`src/rtl/ccr_unit_pkg.sv`:
```
// ccr_unit_pkg
//   Shared definitions for the condition-code register stage:
//   CCR bit positions, jump-type codes and a flag-packing helper.
package ccr_unit_pkg;

  localparam int CCR_ZF = 0;
  localparam int CCR_CF = 1;
  localparam int CCR_OF = 2;
  localparam int CCR_NF = 3;

  typedef enum logic [1:0] {
    JT_NONE = 2'b00,
    JT_JZ   = 2'b01,
    JT_JN   = 2'b10,
    JT_JC   = 2'b11
  } jump_type_e;

  // Packs individual ALU flags into CCR layout [3 NF, 2 OF, 1 CF, 0 ZF].
  function automatic logic [3:0] pack_flags(input logic nf, input logic of_flag,
                                            input logic cf, input logic zf);
    logic [3:0] ccr;
    ccr         = '0;
    ccr[CCR_NF] = nf;
    ccr[CCR_OF] = of_flag;
    ccr[CCR_CF] = cf;
    ccr[CCR_ZF] = zf;
    return ccr;
  endfunction

endpackage

```
`src/rtl/ccr_unit_if.sv`:
```
// ccr_unit_if
//   Bundle between the execute stage (master: ALU / pipeline control) and the
//   CCR stage (slave).
//   master drives : ccr_write, stall, flush, zf_in/cf_in/of_in/nf_in,
//                   freeze_push, freeze_pop, jump_type
//   slave drives  : zero_flag, carry_flag, over_flow_flag, negative_flag,
//                   freezed_ccr, jump_taken, freeze_empty, freeze_full, freeze_err
interface ccr_unit_if;
  logic       ccr_write;
  logic       stall;
  logic       flush;
  logic       zf_in;
  logic       cf_in;
  logic       of_in;
  logic       nf_in;
  logic       freeze_push;
  logic       freeze_pop;
  logic [1:0] jump_type;

  logic       zero_flag;
  logic       carry_flag;
  logic       over_flow_flag;
  logic       negative_flag;
  logic [3:0] freezed_ccr;
  logic       jump_taken;
  logic       freeze_empty;
  logic       freeze_full;
  logic       freeze_err;

  modport master (
    output ccr_write, stall, flush, zf_in, cf_in, of_in, nf_in,
           freeze_push, freeze_pop, jump_type,
    input  zero_flag, carry_flag, over_flow_flag, negative_flag,
           freezed_ccr, jump_taken, freeze_empty, freeze_full, freeze_err
  );

  modport slave (
    input  ccr_write, stall, flush, zf_in, cf_in, of_in, nf_in,
           freeze_push, freeze_pop, jump_type,
    output zero_flag, carry_flag, over_flow_flag, negative_flag,
           freezed_ccr, jump_taken, freeze_empty, freeze_full, freeze_err
  );
endinterface

```
`src/rtl/ccr_freeze_stack.sv`:
```
// ccr_freeze_stack
//   LIFO of 4-bit CCR snapshots used for nested interrupts.
//   Ports:
//     clk, rst_n  clock, async active-low reset
//     push_i      push data_i (or overwrite the top when popped together)
//     pop_i       pop the top entry
//     data_i      snapshot to store
//     top_o       registered top entry, 0 while empty
//     empty_o     no entries held
//     full_o      DEPTH entries held
//     err_o       sticky: push when full or pop when empty
module ccr_freeze_stack #(
  parameter int DEPTH = 4
) (
  input  logic       clk,
  input  logic       rst_n,
  input  logic       push_i,
  input  logic       pop_i,
  input  logic [3:0] data_i,
  output logic [3:0] top_o,
  output logic       empty_o,
  output logic       full_o,
  output logic       err_o
);

  localparam int IW = $clog2(DEPTH);
  // One extra bit so that depth==DEPTH is distinct from depth==0.
  localparam int PW = IW + 1;

  logic [PW-1:0] depth_q, depth_d;
  logic          err_q, err_d;
  logic [3:0]    mem_q [DEPTH];
  logic          wr_en;
  logic [IW-1:0] wr_idx;
  logic [IW-1:0] top_idx;

  assign empty_o = (depth_q == '0);
  assign full_o  = (depth_q == PW'(DEPTH));
  assign top_idx = IW'(depth_q - PW'(1));
  assign err_o   = err_q;
  // Storage is not cleared on reset, so the top must be masked while empty.
  assign top_o   = empty_o ? 4'b0000 : mem_q[top_idx];

  always_comb begin
    depth_d = depth_q;
    err_d   = err_q;
    wr_en   = 1'b0;
    wr_idx  = depth_q[IW-1:0];
    if (push_i && pop_i && !empty_o) begin
      // RTI and interrupt in the same cycle: replace the top in place.
      wr_en  = 1'b1;
      wr_idx = top_idx;
    end else if (push_i) begin
      if (!full_o) begin
        wr_en   = 1'b1;
        depth_d = depth_q + PW'(1);
      end else begin
        err_d = 1'b1;
      end
    end else if (pop_i) begin
      if (!empty_o) begin
        depth_d = depth_q - PW'(1);
      end else begin
        err_d = 1'b1;
      end
    end
  end

  always_ff @(posedge clk or negedge rst_n) begin
    if (!rst_n) begin
      depth_q <= '0;
      err_q   <= 1'b0;
    end else begin
      depth_q <= depth_d;
      err_q   <= err_d;
    end
  end

  always_ff @(posedge clk) begin
    if (wr_en) begin
      mem_q[wr_idx] <= data_i;
    end
  end

endmodule

```
`src/rtl/ccr_unit.sv`:
```
// ccr_unit
//   Condition-code register stage behind the EX-stage ALU. Holds the
//   architectural flags, a LIFO of frozen snapshots for nested interrupts,
//   and resolves conditional-jump conditions from the registered flags.
//   Ports:
//     clk, rst_n  clock, async active-low reset
//     bus         ccr_unit_if.slave (flag inputs, stall/flush, freeze
//                 push/pop, jump type in; flags, freezed_ccr, jump_taken,
//                 stack status out)
module ccr_unit
  import ccr_unit_pkg::*;
#(
  parameter int FREEZE_DEPTH = 4
) (
  input  logic    clk,
  input  logic    rst_n,
  ccr_unit_if.slave bus
);

  logic [3:0] flags_q, flags_d;
  logic [3:0] flags_in;
  logic [3:0] snapshot;
  logic       wr_en;
  logic       push_en;
  logic       pop_en;

  // stall blocks everything; flush only kills the flag commit.
  assign wr_en   = bus.ccr_write & ~bus.stall & ~bus.flush;
  assign push_en = bus.freeze_push & ~bus.stall;
  assign pop_en  = bus.freeze_pop & ~bus.stall;

  assign flags_in = pack_flags(bus.nf_in, bus.of_in, bus.cf_in, bus.zf_in);
  assign flags_d  = wr_en ? flags_in : flags_q;
  // Snapshot the post-commit value so the interrupted instruction's flags survive.
  assign snapshot = flags_d;

  always_ff @(posedge clk or negedge rst_n) begin
    if (!rst_n) begin
      flags_q <= '0;
    end else begin
      flags_q <= flags_d;
    end
  end

  ccr_freeze_stack #(
    .DEPTH (FREEZE_DEPTH)
  ) u_freeze_stack (
    .clk     (clk),
    .rst_n   (rst_n),
    .push_i  (push_en),
    .pop_i   (pop_en),
    .data_i  (snapshot),
    .top_o   (bus.freezed_ccr),
    .empty_o (bus.freeze_empty),
    .full_o  (bus.freeze_full),
    .err_o   (bus.freeze_err)
  );

  assign bus.zero_flag      = flags_q[CCR_ZF];
  assign bus.carry_flag     = flags_q[CCR_CF];
  assign bus.over_flow_flag = flags_q[CCR_OF];
  assign bus.negative_flag  = flags_q[CCR_NF];

  // Registered flags only; same-cycle flag hazards are resolved by stalling.
  always_comb begin
    bus.jump_taken = 1'b0;
    case (bus.jump_type)
      JT_JZ:   bus.jump_taken = flags_q[CCR_ZF];
      JT_JN:   bus.jump_taken = flags_q[CCR_NF];
      JT_JC:   bus.jump_taken = flags_q[CCR_CF];
      default: bus.jump_taken = 1'b0;
    endcase
  end

endmodule

```
`src/flat_wrapper.sv`:
```
// flat-port wrapper written by rule: the top's interface ports become plain ports
module ccr_unit_flat import ccr_unit_pkg::*;
#(
  parameter int FREEZE_DEPTH = 4
)
  (clk, rst_n, bus_ccr_write, bus_stall, bus_flush, bus_zf_in, bus_cf_in, bus_of_in, bus_nf_in, bus_freeze_push, bus_freeze_pop, bus_jump_type, bus_zero_flag, bus_carry_flag, bus_over_flow_flag, bus_negative_flag, bus_freezed_ccr, bus_jump_taken, bus_freeze_empty, bus_freeze_full, bus_freeze_err);
  ccr_unit_if bus_i ();
  input  logic clk;
  input  logic rst_n;
  input wire logic [$bits(bus_i.ccr_write)-1:0] bus_ccr_write;
  input wire logic [$bits(bus_i.stall)-1:0] bus_stall;
  input wire logic [$bits(bus_i.flush)-1:0] bus_flush;
  input wire logic [$bits(bus_i.zf_in)-1:0] bus_zf_in;
  input wire logic [$bits(bus_i.cf_in)-1:0] bus_cf_in;
  input wire logic [$bits(bus_i.of_in)-1:0] bus_of_in;
  input wire logic [$bits(bus_i.nf_in)-1:0] bus_nf_in;
  input wire logic [$bits(bus_i.freeze_push)-1:0] bus_freeze_push;
  input wire logic [$bits(bus_i.freeze_pop)-1:0] bus_freeze_pop;
  input wire logic [$bits(bus_i.jump_type)-1:0] bus_jump_type;
  output wire logic [$bits(bus_i.zero_flag)-1:0] bus_zero_flag;
  output wire logic [$bits(bus_i.carry_flag)-1:0] bus_carry_flag;
  output wire logic [$bits(bus_i.over_flow_flag)-1:0] bus_over_flow_flag;
  output wire logic [$bits(bus_i.negative_flag)-1:0] bus_negative_flag;
  output wire logic [$bits(bus_i.freezed_ccr)-1:0] bus_freezed_ccr;
  output wire logic [$bits(bus_i.jump_taken)-1:0] bus_jump_taken;
  output wire logic [$bits(bus_i.freeze_empty)-1:0] bus_freeze_empty;
  output wire logic [$bits(bus_i.freeze_full)-1:0] bus_freeze_full;
  output wire logic [$bits(bus_i.freeze_err)-1:0] bus_freeze_err;
  assign bus_i.ccr_write = bus_ccr_write;
  assign bus_i.stall = bus_stall;
  assign bus_i.flush = bus_flush;
  assign bus_i.zf_in = bus_zf_in;
  assign bus_i.cf_in = bus_cf_in;
  assign bus_i.of_in = bus_of_in;
  assign bus_i.nf_in = bus_nf_in;
  assign bus_i.freeze_push = bus_freeze_push;
  assign bus_i.freeze_pop = bus_freeze_pop;
  assign bus_i.jump_type = bus_jump_type;
  assign bus_zero_flag = bus_i.zero_flag;
  assign bus_carry_flag = bus_i.carry_flag;
  assign bus_over_flow_flag = bus_i.over_flow_flag;
  assign bus_negative_flag = bus_i.negative_flag;
  assign bus_freezed_ccr = bus_i.freezed_ccr;
  assign bus_jump_taken = bus_i.jump_taken;
  assign bus_freeze_empty = bus_i.freeze_empty;
  assign bus_freeze_full = bus_i.freeze_full;
  assign bus_freeze_err = bus_i.freeze_err;
  ccr_unit #(.FREEZE_DEPTH(FREEZE_DEPTH)) u_core (.clk(clk), .rst_n(rst_n), .bus(bus_i));
endmodule
```
`config.mk`:
```
export PLATFORM = sky130hd
export DESIGN_NAME = ccr_unit_flat
export DESIGN_NICKNAME = d
export VERILOG_FILES = /design/src/rtl/ccr_unit_pkg.sv /design/src/rtl/ccr_unit_if.sv /design/src/rtl/ccr_freeze_stack.sv /design/src/rtl/ccr_unit.sv /design/src/flat_wrapper.sv
export SDC_FILE = /design/constraint.sdc
export NUM_CORES = 1
export LEC_CHECK = 0
export ABC_AREA = 1
export ABC_CLOCK_PERIOD_IN_PS = 2100
export BUFFER_PORTS_ARGS = -buffer_cell sky130_fd_sc_hd__buf_2
export CAP_MARGIN = 20
export CORE_AREA = 3 3 53 55
export DETAILED_ROUTE_END_ITERATION = 12
export DIE_AREA = 0 0 56 58
export PLACE_DENSITY = 0.83
export REMOVE_ABC_BUFFERS = 1
export SYNTH_ARGS = -nofsm -noshare
export SYNTH_HDL_FRONTEND = slang
export SYNTH_SLANG_ARGS = --single-unit
```
`constraint.sdc`:
```
create_clock -name clk -period 2.1 [get_ports clk]
set_input_delay 0.42 -clock clk [delete_from_list [all_inputs] [get_ports clk]]
set_output_delay 0.42 -clock clk [all_outputs]
set_load 0.01 [all_outputs]
```
==> run summary <==
status = completed
io pins = 25
Overflow after GRT = 0
Final Max Slew Viols = 0
multi-input logic area = 499 sq um
fin crit share = 0.955
GRT Total Usage = 0.181
Setup crit end kind = output pin
drt pass-1 iters = 4
commonest cells in the netlist = nand2_1, nor2_1, edfxtp_1
clock sinks = 24
highest clock rate = 499 MHz
complex-gate fraction of the synthesized area = 0.0870
Clock Latency Late Sink = 0.30 ns
busiest layer in global routing = met2
HPWL Detailed = 1.99 mm
largest family of logic cells by synthesized area = simple AND/OR/NAND/NOR gates
row cnt = 18
Async SR Flop Fraction = 0.333
vias in the first global route = 1029
most common flop cell mapped by yosys = edfxtp_1
max incr delay on CP = 0.41 ns
Final Non-Filler Cells = 200
Pwr Density = 1310 nW/um^2
sequential share of the synthesized area = 0.550
slowest stage cell, crit path = dfrtp_1
Startpoint Class = flip-flop
core box area = 2430 sq um
Max VDD drop = 0.705 mV
routability cong. = 0.869
antenna viol nets, final = 0
# diodes = 0
CTS tree = built
Reg area = 681 sq um
Syn Inst Count = 138
CP cell instances = inv_2, ha_4, buf_4, nor2_1, o21ai_1, a21oi_1, buf_2
share of cells above drive strength 1 = 0.271
register bit total from synthesis = 24
mux share of post-synthesis cell area = 0
post-synth top area share = 0.388
WP data required = 1.68 ns
area delta synth->final = 19.4%
DR DRC count = 0
Die Width = 56 um
crit-path max FO = 5
Post-Synth Adder-Cell Area = 0.0303
H-tree Lvls = 1
placed cell count = 192
fin worst setup slack = 0.0951 ns
routed vias = 1029
initial drt markers = 31
Clock Skew = 0.00419 ns
endpoints failing setup = 0
clock root buffer = clkbuf_4
Netlist Area Pre-Place = 1240 sq um
EDFF count, synth = 16
Slew HR = 0.569
Final min period = 2.00 ns
Distinct cells, synth = 23
dpl ws = 0.189 ns
drt wl/cell = 13.0 um
Cell Area, Placed = 1400 sq um
die area = 3250 sq um
maxcap violations = 0
synth top area cells = edfxtp_1, dfrtp_1, nand2_1, nor2_1, o21ai_0
post-route cell area = 1480 sq um
Synth Area in Simple Gates = 0.269
fillers = 204
Synth Area in XOR/XNOR = 0.00708
CP arrival = 1.58 ns
Initial Utilization = 0.509
GR Util met3 = 0.0334
initial antenna violation count = 0
final net count = 187
first-pass GRT wire length = 4.60 mm
final hold vios = 0
clock buffer depth = 2
drt total wl = 2.61 mm
WS Path Type = reg -> out
Synth area leader = edfxtp_1
yosys warns = 0
GR Layer Usage met1 = 0.216
Leak Pwr = 0.000692 uW
unrepaired setup endpoints after global routing = yes
Die Ht = 58 um
CTS Buf Count = 3
Clock transition at path regs = 0.12 ns
largest net degree at the start of global routing = 14
Port Buffers = 24
worst min-delay path class = in -> reg
actual transition at the worst max-transition pin = 0.639 ns
most common cell in the netlist = nand2_1
met2 usage = 0.336
Mapped Avg Cell Area = 8.97 sq um
number of vias per cell = 5.15
-- worst paths after layout --
kind	start	to	slack, ns	cells after the start
setup / recovery	u_core.u_freeze_stack.depth_q[1]	bus_freezed_ccr[1]	0.1	7
hold / removal	bus_nf_in	u_core.flags_q[3]	0.47	3
setup reg to reg	u_core.u_freeze_stack.depth_q[1]	u_core.u_freeze_stack.mem_q[2][1]	0.39	6
hold reg to reg	u_core.u_freeze_stack.err_o	u_core.u_freeze_stack.err_o	0.50	1
max in group asynchronous	rst_n	u_core.u_freeze_stack.depth_q[1]	1.44	2
min in group asynchronous	rst_n	u_core.flags_q[2]	0.49	2
-- layout make-up --
class                   instances  share of cell area
clock buffers                   4              0.0178
flip-flops and latches         24               0.461
repair buffers                 31               0.119
inverters                      15              0.0398
well taps                      30              0.0254
multi-input cells              96               0.338
-- sequential cells by signal, summed over array words and instances (netlist names) --
name                           flops
u_core.u_freeze_stack.mem_q       16
u_core.u_freeze_stack.err_o        1
u_core.u_freeze_stack.depth_q      3
u_core.flags_q                     4
-- layer usage --
metal,wire length [um],part of all wire
met1,1060,0.40
met2,1390,0.53
met3,101,0.039
met4,58,0.022
met5,0,0
-- critical path: cells and delay by family, from the launching register on --
kind / cells / cell delay (ns)
flip-flops: 1 / 0.41
buffers and inverters: 3 / 0.38
adder cells (fa/ha/maj): 1 / 0.23
AO/OA/AOI/OAI: 2 / 0.18
AND/OR/NAND/NOR: 1 / 0.09
-- logic make-up after synthesis --
family / Yosys count
buffers and inverters: 18
adder cells (fa/ha/maj): 3
AND/OR/NAND/NOR: 71
AO/OA/AOI/OAI: 21
flip-flops: 24
XOR/XNOR: 1
-- layout by cell type, fill, tap and decap left out --
cell	synthesis	final
nand2_1	31	31
buf_2	2	24
nor2_1	23	23
edfxtp_1	16	16
inv_1	14	11
o21ai_0	12	10
dfrtp_1	8	8
a21oi_1	7	7
nand3_1	6	6
buf_4	0	6
inv_2	1	3
o21ai_1	1	3
clkbuf_4	0	3
nor2_4	2	2
nand4_1	2	2
nand2_2	2	2
ha_1	3	2
inv_4	0	1
nand3b_1	1	1
nand2_4	1	1
nand3_4	1	1
nor2_2	1	1
nand3_2	1	1
o21bai_1	1	1
xor2_1	1	1
ha_4	0	1
clkbuf_1	1	1
dlygate4sd3_1	0	1
-- power by group --
group | switching (uW) | internal [uW] | total [uW]
Sequential | 48.3 | 610 | 659
Clock | 122 | 73.9 | 196
Combinational | 632 | 443 | 1080
Total | 802 | 1130 | 1930
-- per-stage QoR --
| stage | power (uW) | utilization | hold slack (ns) | TNS [ns] |
|---|---|---|---|---|
| global route | 2100 | 0.608 | 0.484 | -0.0174 |
| global placement | 1590 | 0.577 | 0.267 | 0 |
| CTS | 1870 | 0.600 | 0.474 | 0 |
| finish | 1930 | 0.608 | 0.469 | 0 |
| detailed placement | 1620 | 0.577 | 0.272 | 0 |
| floorplan | 1300 | - | 0.124 | 0 |
-- repair_timing --
item | CTS | global route
gates resized for setup | 2 | 6
endpoints found under the setup margin | 4 | 4
hold buffers | 1 | 0
cloned | 0 | 0
pin swaps | 0 | 4
buffers inserted | 1 | 2
hold endpoints to repair | 8 | 0
No activity file was read; power rests on OpenSTA's default activity.
